File: src/rtl/adc_defs.vh
// rtl/adc_defs.vh - shared ADC/DAC serial link word-size definitions
`ifndef ADC_DEFS_VH
`define ADC_DEFS_VH
`define ADC_DATLEN 12
`define ADC_DATLEN_LOG2 4
`endif

File: src/rtl/serial_word_tx_pkg.sv
// rtl/serial_word_tx_pkg.sv - shared defaults and counter-width helper for the serial word transmitter
package serial_word_tx_pkg;

  localparam int SWT_CLK_DIV   = 4;
  localparam int SWT_LEAD_BITS = 1;
  localparam int SWT_GAP       = 2;

  // Counter width for a modulus n; never narrower than one bit so degenerate moduli still build.
  function automatic int cnt_w(input int n);
    return (n > 1) ? $clog2(n) : 1;
  endfunction

endpackage

File: src/rtl/sclk_tick_gen.sv
// rtl/sclk_tick_gen.sv - divide counter emitting a one-cycle half_tick every CLK_DIV cycles while enabled
module sclk_tick_gen
  import serial_word_tx_pkg::*;
#(
  parameter int CLK_DIV = SWT_CLK_DIV
) (
  input  logic clk,
  input  logic rst_n,
  input  logic en,
  output logic half_tick
);

  localparam int DW = cnt_w(CLK_DIV);
  localparam logic [DW-1:0] DIV_LAST = DW'(CLK_DIV - 1);

  logic [DW-1:0] div_cnt;

  assign half_tick = en && (div_cnt == DIV_LAST);

  always_ff @(posedge clk or negedge rst_n) begin
    if (!rst_n) begin
      div_cnt <= '0;
    end else if (!en || half_tick) begin
      div_cnt <= '0;
    end else begin
      div_cnt <= div_cnt + DW'(1);
    end
  end

endmodule

File: src/rtl/serial_word_tx.sv
// rtl/serial_word_tx.sv - parallel-to-serial word transmitter, cs_n-framed MSB-first on a divided sclk
`include "adc_defs.vh"

module serial_word_tx
  import serial_word_tx_pkg::*;
#(
  parameter int DATLEN    = `ADC_DATLEN,
  parameter int CLK_DIV   = SWT_CLK_DIV,
  parameter int LEAD_BITS = SWT_LEAD_BITS,
  parameter int GAP       = SWT_GAP
) (
  input  logic              clk,
  input  logic              rst_n,
  input  logic [DATLEN-1:0] data,
  input  logic              valid,
  output logic              ready,
  output logic              sclk,
  output logic              cs_n,
  output logic              sdo,
  output logic              busy,
  output logic              done
);

  localparam int NBITS = LEAD_BITS + DATLEN;
  localparam int BW    = cnt_w(NBITS + 1);
  localparam int GW    = cnt_w(GAP);
  localparam logic [BW-1:0] BIT_LAST = BW'(NBITS - 1);
  localparam logic [GW-1:0] GAP_LAST = GW'((GAP > 0) ? GAP - 1 : 0);

  typedef enum logic [1:0] {
    ST_IDLE  = 2'd0,
    ST_SHIFT = 2'd1,
    ST_GAP   = 2'd2
  } state_t;

  state_t           state, state_nx;
  logic [NBITS-1:0] sr, sr_nx;
  logic [BW-1:0]    bit_cnt, bit_cnt_nx;
  logic [GW-1:0]    gap_cnt, gap_cnt_nx;
  logic             cs_n_nx, sclk_nx, done_nx;
  logic             shift_en, half_tick;

  assign shift_en = (state == ST_SHIFT);
  assign ready    = (state == ST_IDLE);
  assign busy     = (state != ST_IDLE);
  // Zero-extended load puts the lead zeros at the top, so the MSB is always the bit on the wire.
  assign sdo      = sr[NBITS-1];

  sclk_tick_gen #(
    .CLK_DIV(CLK_DIV)
  ) u_sclk_tick_gen (
    .clk      (clk),
    .rst_n    (rst_n),
    .en       (shift_en),
    .half_tick(half_tick)
  );

  always_comb begin
    state_nx   = state;
    sr_nx      = sr;
    bit_cnt_nx = bit_cnt;
    gap_cnt_nx = gap_cnt;
    cs_n_nx    = cs_n;
    sclk_nx    = sclk;
    done_nx    = 1'b0;
    case (state)
      ST_IDLE: begin
        if (valid) begin
          sr_nx      = NBITS'(data);
          bit_cnt_nx = '0;
          cs_n_nx    = 1'b0;
          sclk_nx    = 1'b1;
          state_nx   = ST_SHIFT;
        end
      end
      ST_SHIFT: begin
        if (half_tick) begin
          if (sclk) begin
            sclk_nx = 1'b0;
          end else if (bit_cnt == BIT_LAST) begin
            cs_n_nx    = 1'b1;
            sclk_nx    = 1'b1;
            sr_nx      = '0;
            done_nx    = 1'b1;
            bit_cnt_nx = '0;
            gap_cnt_nx = '0;
            state_nx   = (GAP == 0) ? ST_IDLE : ST_GAP;
          end else begin
            // Next bit starts with sclk rising; data moves only here.
            sclk_nx    = 1'b1;
            sr_nx      = sr << 1;
            bit_cnt_nx = bit_cnt + BW'(1);
          end
        end
      end
      ST_GAP: begin
        if (gap_cnt == GAP_LAST) begin
          gap_cnt_nx = '0;
          state_nx   = ST_IDLE;
        end else begin
          gap_cnt_nx = gap_cnt + GW'(1);
        end
      end
      default: begin
        state_nx = ST_IDLE;
      end
    endcase
  end

  always_ff @(posedge clk or negedge rst_n) begin
    if (!rst_n) begin
      state   <= ST_IDLE;
      sr      <= '0;
      bit_cnt <= '0;
      gap_cnt <= '0;
      cs_n    <= 1'b1;
      sclk    <= 1'b1;
      done    <= 1'b0;
    end else begin
      state   <= state_nx;
      sr      <= sr_nx;
      bit_cnt <= bit_cnt_nx;
      gap_cnt <= gap_cnt_nx;
      cs_n    <= cs_n_nx;
      sclk    <= sclk_nx;
      done    <= done_nx;
    end
  end

endmodule

File: config.mk
export PLATFORM = sky130hd
export DESIGN_NAME = serial_word_tx
export DESIGN_NICKNAME = d
export VERILOG_FILES = /design/src/rtl/serial_word_tx_pkg.sv /design/src/rtl/sclk_tick_gen.sv /design/src/rtl/serial_word_tx.sv
export VERILOG_INCLUDE_DIRS = /design/src /design/src/rtl
export SDC_FILE = /design/constraint.sdc
export NUM_CORES = 1
export LEC_CHECK = 0
export BUFFER_PORTS_ARGS = -buffer_cell sky130_fd_sc_hd__buf_2
export CORE_ASPECT_RATIO = 0.5
export CORE_MARGIN = 4
export CORE_UTILIZATION = 45
export DETAILED_ROUTE_END_ITERATION = 8
export MAX_ROUTING_LAYER = met4
export PLACE_DENSITY = 0.7
export SYNTH_ARGS = -nofsm -noshare
export SYNTH_HDL_FRONTEND = slang
export SYNTH_HIERARCHICAL = 1
export SYNTH_SLANG_ARGS = --single-unit
File: constraint.sdc
create_clock -name clk -period 3.2 [get_ports clk]
set_clock_uncertainty 0.05 [all_clocks]
set_input_delay 0.48 -clock clk [delete_from_list [all_inputs] [get_ports clk]]
set_output_delay 0.48 -clock clk [all_outputs]
set_load 0.01 [all_outputs]
==> flow_summary.yaml <==
cts:
  tritoncts_clock_tree: "yes"
  clock_latency_ns: 0.26
  post_cts_buffers: 0
  cts_made_buffers: 3
  post_cts_resize_count: 0
  clock_tree.root_cell: "sky130_fd_sc_hd__clkbuf_8"
  cts.hold.buffers_added: 0
  htree_levels: 1
  clkSlewWorstSetupHoldPaths_ns: 0.08
  clockBufferDepth: 2
  numClockSinks: 25
power_and_ir_drop:
  design_power_total_w: 0.001383
  irDropWorstVdd_mv: 0.4113
  power_density_mw_per_mm2: 874.6
  cellLeakagePower_nw: 0.6580
timing:
  setup-tns-final_ns: 0
  max_slew_margin_pct: 55.47
  min_period_over_period_pct: 80.59
  layout_setup_ws_ns: 0.6210
  grt_setup_unrepaired: "no"
  final_period_minus_worst_setup_slack_ns: 2.579
  hold_viol_final: 0
  worst-slew-pin-transition_ns: 0.6660
  final.hold.worst_slack_ns: 0.1411
  slew_viol_final: 0
  setup_violations: 0
  max_freq_ghz: 0.3877
final_layout:
  leading_cell_type_in_the_layout_fill_and_taps_excluded: "sky130_fd_sc_hd__dfrtp_1"
  final_cell_mix: "23 x sky130_fd_sc_hd__dfrtp_1, 20 x sky130_fd_sc_hd__buf_2, 14 x sky130_fd_sc_hd__nand3_1, 14 x sky130_fd_sc_hd__nand2_1, 11 x sky130_fd_sc_hd__nor3_1"
  post-route-cell-area_sq_mm: 0.001582
  nets: 170
  syn_to_final_growth_pct: 9.913
  antenna-diode-count: 0
  drive_gt1_share_pct: 29.14
job:
  max_cap_violations: 0
yosys:
  avgSynthCellArea_sq_um: 10.74
  yosysUniqueCellTypes: 37
  main_combinational_cell_family_by_area_after_synthesis: "compound AO/OA/AOI/OAI gates"
  synth_warn: 6
  synth-seq-cells: 25
  synthAdderAreaFrac_pct: 2.609
  synth_xor_area_share_pct: 0
  synthesized_area_fraction_occupied_by_ao_oa_aoi_and_oai_cells_pct: 24.09
  synth_simple_gate_area_share_pct: 22.00
  synth_top_area_share_pct: 40.00
  ys_seq_area_share_pct: 43.65
  yosys-top-cells-area: "sky130_fd_sc_hd__dfrtp_1 40%, sky130_fd_sc_hd__a31oi_4 15%, sky130_fd_sc_hd__nand3_1 4.9%"
  net_count_after_synthesis: 152
  synth_mux_area_share_pct: 0
  synth_top_area_cell: "sky130_fd_sc_hd__dfrtp_1"
  synthesis.area_sq_mm: 0.001439
  netlist_instances: 134
floorplanning:
  die_height_um: 47.99
  die_w_um: 87.97
  boundaryPins: 21
  floorplan.initialDensity_pct: 47.48
  number_of_cell_rows: 14
  die_ar_sq_mm: 0.004221
  fp.coreArea_sq_mm: 0.003030
route:
  drt_drc_violations_left: 0
  drt-vias-per-instance: 5.508
  ant_nets: 0
  drt_iter0_markers: 59
  num_vias: 1052
  drt_pre_antenna_iters: 4
  drt_wl_total_mm: 2.647
  routed_wire_length_per_instance_um: 13.86
placed_design:
  port_buffers: 20
  routabilityCongestion: 0.8501
  dpl-instance-area_sq_mm: 0.001536
  place_hpwl_mm: 1.895
  place_worst_setup_slack_ns: 0.6645
worst_setup_path:
  cp_max_fo: 20
  cp_common_cell: "sky130_fd_sc_hd__buf_4"
  cp-end-kind: "flip-flop"
  critPathRequiredTime_ns: 3.29
  cp_slowest_cell: "sky130_fd_sc_hd__dfrtp_1"
  path_class: "reg -> reg"
  cp_slowest_stage_delay_ns: 0.47
  critical_path.cell_chain: "nand2b_1, buf_4, inv_2, and2_2, and4bb_4, or2_1, buf_4, a31oi_1"
  critPathArrivalTime_ns: 2.67
  setup.worst_path.start_class: "flip-flop"
grt:
  first_global_vias: 943
  global_route_wire_length_before_repair_mm: 4.291
  grt_overflow_total: 0
  grt.total_usage_pct: 14.06
  pin_count_of_the_biggest_net_entering_global_routing: 26
  grt_antenna_before_repair: 0
outcome:
  status: "finished, final reports clean"
hold_path:
  worstHoldPathType: "in -> async"
-- through the flow --
| stage | utilization, % | cells |
|---|---|---|
| after floorplan | - | 134 |
| after global placement | 50.70 | 187 |
| after detailed placement | 50.70 | 187 |
| after CTS | 52.19 | 191 |
| after global routing | 52.19 | 191 |
| final | 52.19 | 191 |
-- synthesized netlist by cell type, drive strengths merged --
cell type / count
a21oi: 1
a22o: 1
a2bb2oi: 1
a31oi: 11
and2: 1
and2b: 1
and3: 1
and3b: 1
and4b: 1
and4bb: 1
buf: 8
clkbuf: 2
dfrtp: 23
dfstp: 2
ha: 3
inv: 8
nand2: 14
nand2b: 1
nand3: 14
nand3b: 2
nand4: 1
nor2: 4
nor3: 11
nor3b: 3
o2111ai: 3
o211ai: 3
o21a: 1
o21ai: 8
o32ai: 1
or2: 2
-- cell type report --
cell class	count	area, sq um
Clock buffer	4	45.04
Fill cell	278	1449
Inverter	8	30.03
Multi-Input combinational cell	91	705.7
Sequential cell	25	628.1
Tap cell	40	50.05
Timing Repair Buffer	23	122.6
-- cell families (layout without fill, tap and decap cells) --
group                    after synthesis  in the layout
adder cells (fa/ha/maj)                3              3
flip-flops                            25             25
AO/OA/AOI/OAI                         30             30
AND/OR/NAND/NOR                       58             58
buffers and inverters                 18             35
-- routing by layer --
layer	GRT usage (%)	wire [um]	up-vias
met5	-	0	-
met4	2.446	22	0
met3	4.811	134	2
met2	22.75	1215	22
met1	17.55	1274	513
li1	-	-	515
-- registers in the layout (all words and copies together), names as in the netlist --
name and count:
bit_cnt 4, cs_n 1, done 1, gap_cnt 1
sclk 1, sr 13, state 2, u_sclk_tick_gen/div_cnt 2
-- worst paths after layout --
| kind | startpoint | end | slack [ns] | cells past startpoint |
|---|---|---|---|---|
| max in group asynchronous | rst_n | cs_n | 2.59 | 1 |
| setup reg to reg | state[1] | sr[11] | 0.62 | 8 |
| hold / removal | rst_n | gap_cnt | 0.14 | 1 |
| hold reg to reg | u_sclk_tick_gen/div_cnt[0] | u_sclk_tick_gen/div_cnt[0] | 0.41 | 1 |
| setup / recovery | state[1] | sr[11] | 0.62 | 8 |
| min in group clk | data[0] | sr[0] | 0.38 | 3 |
-- critical path, delay by kind of cell, from the launching register on --
family	cells	cell delay, ns
compound gates	1	0.13
simple gates	4	1.00
flops	1	0.47
buf+inv	3	0.78
-- report_power, final --
part	switching [W]	internal [W]
registers	0.0000901	0.000451
logic	0.000365	0.000291
clock network	0.0000979	0.0000890
(Power assumes the default switching activity.)
